--- config.mk ---
export PLATFORM = sky130hd
export DESIGN_NAME = atm_controller
export DESIGN_NICKNAME = d
export VERILOG_FILES = /design/src/rtl/atm_pkg.sv /design/src/rtl/atm_pin_capture.sv /design/src/rtl/atm_controller.sv
export SDC_FILE = /design/constraint.sdc
export NUM_CORES = 1
export LEC_CHECK = 0
export CAP_MARGIN = 10
export CORE_MARGIN = 10
export CORE_UTILIZATION = 35
export DETAILED_ROUTE_END_ITERATION = 8
export SYNTH_ARGS = -nofsm -noshare
export SYNTH_HDL_FRONTEND = slang
export SYNTH_SLANG_ARGS = --single-unit
--- constraint.sdc ---
create_clock -name clock -period 3.7 [get_ports clock]
set_input_delay 0.555 -clock clock [delete_from_list [all_inputs] [get_ports clock]]
set_output_delay 0.555 -clock clock [all_outputs]
set_load 0.02 [all_outputs]
--- src/rtl/atm_pkg.sv ---
// Shared types and constants for the ATM session controller.
package atm_pkg;

  // Session states, one-hot encoded.
  typedef enum logic [4:0] {
    ST_IDLE     = 5'b00001,
    ST_PIN      = 5'b00010,
    ST_CHECK    = 5'b00100,
    ST_WAIT_AMT = 5'b01000,
    ST_LOCKED   = 5'b10000
  } atm_state_e;

  // Transaction type encoding carried on tipo_trans.
  localparam logic TIPO_DEPOSITO = 1'b0;
  localparam logic TIPO_RETIRO   = 1'b1;

endpackage : atm_pkg

--- src/rtl/atm_pin_capture.sv ---
// Collects PIN digits one per strobe, first digit into the least significant slot.
// full_o is high in the cycle whose strobe writes the last slot, so the controller
// can move to its compare state on that same edge.
module atm_pin_capture
  import atm_pkg::*;
#(
  parameter int PIN_DIGITS = 4,
  parameter int DIGIT_W    = 4
) (
  input  logic                          clock,
  input  logic                          reset,
  input  logic                          clear_i,
  input  logic                          strobe_i,
  input  logic [DIGIT_W-1:0]            digit_i,
  output logic [PIN_DIGITS*DIGIT_W-1:0] pin_o,
  output logic                          full_o
);

  localparam int IDX_W = (PIN_DIGITS > 1) ? $clog2(PIN_DIGITS) : 1;
  localparam logic [IDX_W-1:0] LAST_IDX = IDX_W'(PIN_DIGITS - 1);

  logic [IDX_W-1:0]              index_q;
  logic [PIN_DIGITS*DIGIT_W-1:0] pin_q;

  assign full_o = strobe_i && !clear_i && (index_q == LAST_IDX);
  assign pin_o  = pin_q;

  // Clearing wipes both the index and the stored digits so no stale digit survives.
  always_ff @(posedge clock) begin
    if (reset || clear_i) begin
      index_q <= '0;
      pin_q   <= '0;
    end else if (strobe_i) begin
      for (int i = 0; i < PIN_DIGITS; i++) begin
        if (index_q == IDX_W'(i)) begin
          pin_q[i*DIGIT_W +: DIGIT_W] <= digit_i;
        end
      end
      index_q <= (index_q == LAST_IDX) ? '0 : index_q + IDX_W'(1);
    end
  end

endmodule : atm_pin_capture

--- src/rtl/atm_controller.sv ---
// Single-session ATM controller: PIN entry and check, attempt counting with
// lockout and admin unlock, idle timeout, and one deposit or withdrawal per session.
module atm_controller
  import atm_pkg::*;
#(
  parameter int PIN_DIGITS  = 4,
  parameter int DIGIT_W     = 4,
  parameter int BAL_W       = 64,
  parameter int AMT_W       = 32,
  parameter int MAX_TRIES   = 3,
  parameter int TIMEOUT_CYC = 1024
) (
  input  logic                          clock,
  input  logic                          reset,
  input  logic                          tarjeta_recibida,
  input  logic                          tipo_trans,
  input  logic                          digito_stb,
  input  logic [DIGIT_W-1:0]            digito,
  input  logic [PIN_DIGITS*DIGIT_W-1:0] pin,
  input  logic [BAL_W-1:0]              balance_inicial,
  input  logic [AMT_W-1:0]              monto,
  input  logic                          monto_stb,
  input  logic                          desbloqueo,
  output logic [BAL_W-1:0]              balance_out,
  output logic                          balance_actualizado,
  output logic                          entregar_dinero,
  output logic                          pin_incorrecto,
  output logic                          advertencia,
  output logic                          bloqueo,
  output logic                          fondos_insuficientes,
  output logic                          tiempo_agotado
);

  localparam int TIMER_W = (TIMEOUT_CYC > 1) ? $clog2(TIMEOUT_CYC) : 1;
  localparam int ATT_W   = $clog2(MAX_TRIES + 1);
  localparam logic [TIMER_W-1:0] TIMER_LAST = TIMER_W'(TIMEOUT_CYC - 1);

  atm_state_e         state_q;
  logic [TIMER_W-1:0] timer_q;
  logic [ATT_W-1:0]   attempts_q;
  logic [ATT_W-1:0]   attempts_d;

  logic                          pinStrobe;
  logic                          pinClear;
  logic                          pinFull;
  logic                          pinMatch;
  logic [PIN_DIGITS*DIGIT_W-1:0] capturedPin;

  logic [BAL_W-1:0] montoExt;
  logic [BAL_W:0]   depositSum;
  logic [BAL_W-1:0] depositSat;
  logic [BAL_W-1:0] withdrawRes;
  logic             fundsOk;

  // Digits are only taken in PIN with the card present; the register is held
  // clear in every other state so each entry into PIN starts at slot 0.
  assign pinStrobe = (state_q == ST_PIN) && tarjeta_recibida && digito_stb;
  assign pinClear  = (state_q != ST_PIN);

  atm_pin_capture #(
    .PIN_DIGITS (PIN_DIGITS),
    .DIGIT_W    (DIGIT_W)
  ) u_pin_capture (
    .clock    (clock),
    .reset    (reset),
    .clear_i  (pinClear),
    .strobe_i (pinStrobe),
    .digit_i  (digito),
    .pin_o    (capturedPin),
    .full_o   (pinFull)
  );

  assign pinMatch   = (capturedPin == pin);
  assign attempts_d = attempts_q + ATT_W'(1);

  assign montoExt    = BAL_W'(monto);
  assign depositSum  = {1'b0, balance_inicial} + {1'b0, montoExt};
  assign depositSat  = depositSum[BAL_W] ? {BAL_W{1'b1}} : depositSum[BAL_W-1:0];
  assign fundsOk     = (montoExt <= balance_inicial);
  assign withdrawRes = balance_inicial - montoExt;

  // Session state machine with registered pulse and level outputs.
  always_ff @(posedge clock) begin
    if (reset) begin
      state_q              <= ST_IDLE;
      timer_q              <= '0;
      attempts_q           <= '0;
      balance_out          <= '0;
      balance_actualizado  <= 1'b0;
      entregar_dinero      <= 1'b0;
      pin_incorrecto       <= 1'b0;
      advertencia          <= 1'b0;
      bloqueo              <= 1'b0;
      fondos_insuficientes <= 1'b0;
      tiempo_agotado       <= 1'b0;
    end else begin
      balance_actualizado  <= 1'b0;
      entregar_dinero      <= 1'b0;
      pin_incorrecto       <= 1'b0;
      fondos_insuficientes <= 1'b0;
      tiempo_agotado       <= 1'b0;

      case (state_q)
        ST_IDLE: begin
          timer_q <= '0;
          if (tarjeta_recibida) begin
            state_q <= ST_PIN;
          end
        end

        ST_PIN: begin
          if (!tarjeta_recibida) begin
            state_q <= ST_IDLE;
          end else if (pinStrobe) begin
            timer_q <= '0;
            if (pinFull) begin
              state_q <= ST_CHECK;
            end
          end else if (timer_q == TIMER_LAST) begin
            tiempo_agotado <= 1'b1;
            state_q        <= ST_IDLE;
          end else begin
            timer_q <= timer_q + TIMER_W'(1);
          end
        end

        ST_CHECK: begin
          timer_q <= '0;
          if (pinMatch) begin
            attempts_q  <= '0;
            advertencia <= 1'b0;
            state_q     <= ST_WAIT_AMT;
          end else begin
            pin_incorrecto <= 1'b1;
            if (attempts_d == ATT_W'(MAX_TRIES)) begin
              attempts_q  <= '0;
              advertencia <= 1'b0;
              bloqueo     <= 1'b1;
              state_q     <= ST_LOCKED;
            end else begin
              attempts_q <= attempts_d;
              if (attempts_d == ATT_W'(MAX_TRIES - 1)) begin
                advertencia <= 1'b1;
              end
              state_q <= ST_PIN;
            end
          end
        end

        ST_WAIT_AMT: begin
          if (!tarjeta_recibida) begin
            state_q <= ST_IDLE;
          end else if (monto_stb) begin
            timer_q <= '0;
            state_q <= ST_IDLE;
            if (tipo_trans == TIPO_RETIRO) begin
              if (fundsOk) begin
                balance_out         <= withdrawRes;
                balance_actualizado <= 1'b1;
                entregar_dinero     <= 1'b1;
              end else begin
                fondos_insuficientes <= 1'b1;
              end
            end else begin
              balance_out         <= depositSat;
              balance_actualizado <= 1'b1;
            end
          end else if (timer_q == TIMER_LAST) begin
            tiempo_agotado <= 1'b1;
            state_q        <= ST_IDLE;
          end else begin
            timer_q <= timer_q + TIMER_W'(1);
          end
        end

        ST_LOCKED: begin
          if (desbloqueo) begin
            bloqueo <= 1'b0;
            state_q <= ST_IDLE;
          end
        end

        default: begin
          state_q <= ST_IDLE;
        end
      endcase
    end
  end

endmodule : atm_controller

==> impl_metrics.json <==
{
  "crit_slowest_cell": "clkdlybuf4s50_1",
  "grt_usage_pct": 21.81,
  "ioPinCount": 194,
  "ys_types": 79,
  "hpwl_um": 32470,
  "via_count": 11533,
  "critPathRequiredTime_ns": 3.99,
  "path_class": "primary input to register",
  "power.density_nw_per_um2": 261.1,
  "cts_hold_buf": 0,
  "async_reset_ff_share_pct": 0,
  "drv_slew": 0,
  "cap_violations": 0,
  "finClkSkew_ns": 0.01418,
  "rr_endpoint": "timer_q[3]",
  "drt_iter0_markers": 889,
  "grt-ovfl-total": 0,
  "met1_usage_pct": 27.52,
  "nets": 1948,
  "synth_seq_cells": 106,
  "fillers": 2723,
  "wl_per_cell_um": 19.01,
  "ys_seq_area_share_pct": 21.71,
  "initial_core_util_pct": 35.28,
  "clkTransAtPathRegs_ns": 0.08,
  "cts_root_buf": "clkbuf_16",
  "finalWeightedCongestion": 0.9678,
  "dp_cells": 2110,
  "final_area_um2": 14650,
  "routed_wirelength_um": 40640,
  "ff_latch_area_um2": 2122,
  "grt_pass1_wl_um": 63020,
  "relSlewSlack_pct": 41.81,
  "crit_arrival_ns": 3.92,
  "clk_path_buf_depth": 2,
  "leakagePower_nw": 5.684,
  "synthToLayoutAreaGrowth_pct": 49.86,
  "whs_path_depth": 2,
  "finalHoldViolCount": 0,
  "cts_tree": "done",
  "path_cells": "clkdlybuf4s50_1 -> inv_1 -> ha_1 -> buf_4 -> nor4_1 -> o311a_1 -> buf_4 -> o21ai_2 -> a211oi_4 -> o2111ai_4 -> buf_4 -> o21a_4 -> a221oi_2 -> nor3_1 -> nor3_1",
  "clkLatencyLatePin_ns": 0.38,
  "netlist_area_um2": 9774,
  "holdPathEnd": "balance_out[1]",
  "avgSynthCellArea_um2": 7.278,
  "r2r_slack_ns": 1.36,
  "worst_slew_pin_slew_ns": 0.8729,
  "grtUsageMet3_pct": 3.840,
  "min-delay-start": "balance_out[1]",
  "min_period_ns": 3.628,
  "critPathTopFamily": "compound AO/OA/AOI/OAI gates",
  "synthTopCellsByArea": "dfxtp_1 (22%), ha_1 (8.8%), nor2_1 (6.9%)",
  "rr_worst_depth": 9,
  "cp_max_fo": 9,
  "cpPeakStageDelay_ns": 0.48,
  "hp-class": "register to register",
  "drive_gt1_share_pct": 22.23,
  "tns_ns": 0,
  "grt.busiest_layer": "met2",
  "vias_per_cell": 5.394,
  "synth_nets": 1537,
  "multi_input_area_um2": 7322,
  "rr_startpoint": "state_q[2]",
  "grt_max_degree": 74,
  "placed_cell_area_um2": 13950,
  "netlist_instances": 1343,
  "route.detailed.drc": 0,
  "cts.sinks": 106,
  "die_y_um": 187.1,
  "peakVddDrop_uv": 203.3,
  "die_area_um2": 35010,
  "met2_usage_pct": 36.29,
  "grt_pass1_vias": 11541,
  "synth_edf_count": 0,
  "post-place-ws_ns": -0.4880,
  "finalNonFillerCells": 2138,
  "ant_nets": 0,
  "status": "complete, no violations",
  "final_util_pct": 52.87,
  "yosysTopAreaCellShare_pct": 21.71,
  "critPathLaunchType": "primary input",
  "period_share_pct": 98.06,
  "htreeDepth": 3,
  "setup_viol": 0,
  "end_kind": "register",
  "drt_pass1_iterations": 5,
  "coreArea_um2": 27710,
  "rows": 61,
  "path_common_cell": "buf_4",
  "worst_slack_ns": 0.07184,
  "numCtsBuffers": 9,
  "ys.flop_type": "dfxtp_1",
  "hold_slack_ns": 0.4604,
  "fmax_mhz": 275.6,
  "portBuffers": 193,
  "finalPower_mw": 3.825,
  "antenna_found_initial": 1,
  "die_w_um": 187.1,
  "yosysWarningCount": 0,
  "synth_area_leader_cell": "dfxtp_1",
  "crit_buf_inv": 5
}
cell usage after synthesis (25+ instances only):
cell      instances
nand4_1          25
a211oi_1         37
nand2_1         104
nor3_1           53
ha_1             69
o21ai_0          54
inv_1            75
a21oi_1         111
dfxtp_1         106
xor2_1           31
clkbuf_1         53
nor2_1          179
xnor2_1          59
nand3_1          52
power by group:
| group | switching (mW) | internal (mW) | leakage (nW) |
|---|---|---|---|
| sequential | 0.0218 | 1.16 | 0.854 |
| clock | 0.581 | 0.489 | 0.152 |
| combinational | 0.839 | 0.734 | 4.68 |
| total | 1.44 | 2.38 | 5.68 |
worst register-to-register path: stages (launching register included):
cell and delay [ns]:
dfxtp_1 0.36, nor3_1 0.25, and3b_1 0.31, nor2_1 0.13
nand3_1 0.14, o21ai_0 0.16, nor2_1 0.45, nand4_1 0.19
xor2_1 0.18, nor2_1 0.05
worst max path at each step:
stage | startpoint | to | slack [ns] | cells after the start
after floorplan | balance_inicial[0] | balance_out[50] | 0.46 | 14
after global placement | balance_inicial[0] | balance_out[50] | -0.43 | 17
after detailed placement | monto[4] | balance_out[26] | -0.49 | 14
after CTS | monto[23] | balance_out[62] | 0.002 | 16
after global routing | monto[3] | balance_out[50] | -0.02 | 16
final | monto[9] | balance_out[26] | 0.07 | 15
cell type report:
| class | count | share of cell area [%] |
|---|---|---|
| Inverter | 76 | 1.948 |
| Antenna cell | 1 | 0.01708 |
| Tap cell | 378 | 3.229 |
| Multi-Input combinational cell | 1085 | 49.99 |
| Clock buffer | 9 | 1.538 |
| Sequential cell | 106 | 14.49 |
| Timing Repair Buffer | 476 | 28.17 |
| Clock inverter | 7 | 0.6236 |
routing by layer:
| metal | part of all wire, % | vias up |
|---|---|---|
| met3 | 5.5 | 68 |
| met1 | 45 | 5388 |
| met2 | 47 | 403 |
| met4 | 2.9 | 0 |
| li1 | - | 5674 |
| met5 | 0 | - |
logic make-up after synthesis:
group	Yosys count	synth area share (%)
AO/OA/AOI/OAI	370	26.43
XOR/XNOR	90	8.065
adder cells (fa/ha/maj)	71	9.242
buffers and inverters	152	6.247
flip-flops	106	21.71
multiplexers	9	0.9345
AND/OR/NAND/NOR	545	27.37
timing repair:
action / 4_1_cts / 5_1_grt
buffers inserted: 1 / 9
hold endpoints to repair: 0 / 0
cloned: 0 / 1
gates resized for setup: 8 / 48
pin swaps: 1 / 14
setup endpoints to repair: 45 / 58
flip-flops by register name, indices dropped and copies added (netlist names), 2 cells and up:
signal	cells
attempts_q	2
balance_out	64
state_q	5
timer_q	10
u_pin_capture.index_q	2
u_pin_capture.pin_o	16
cells in the final DEF (no fill, tap or decap), drive strengths merged, types with 13 or more instances in the layout:
| cell type | count |
|---|---|
| o21bai | 13 |
| a211oi | 59 |
| nand2 | 104 |
| clkdlybuf4s50 | 186 |
| nor4 | 24 |
| a21oi | 112 |
| nand4 | 25 |
| xnor2 | 59 |
| or3 | 13 |
| nor3 | 55 |
| ha | 69 |
| nand3 | 52 |
| buf | 284 |
| xor2 | 31 |
| o21ai | 55 |
| nor2b | 16 |
| inv | 78 |
| nor2 | 182 |
| dfxtp | 106 |
| nand2b | 14 |
No activity file was read; power rests on OpenSTA's default activity.
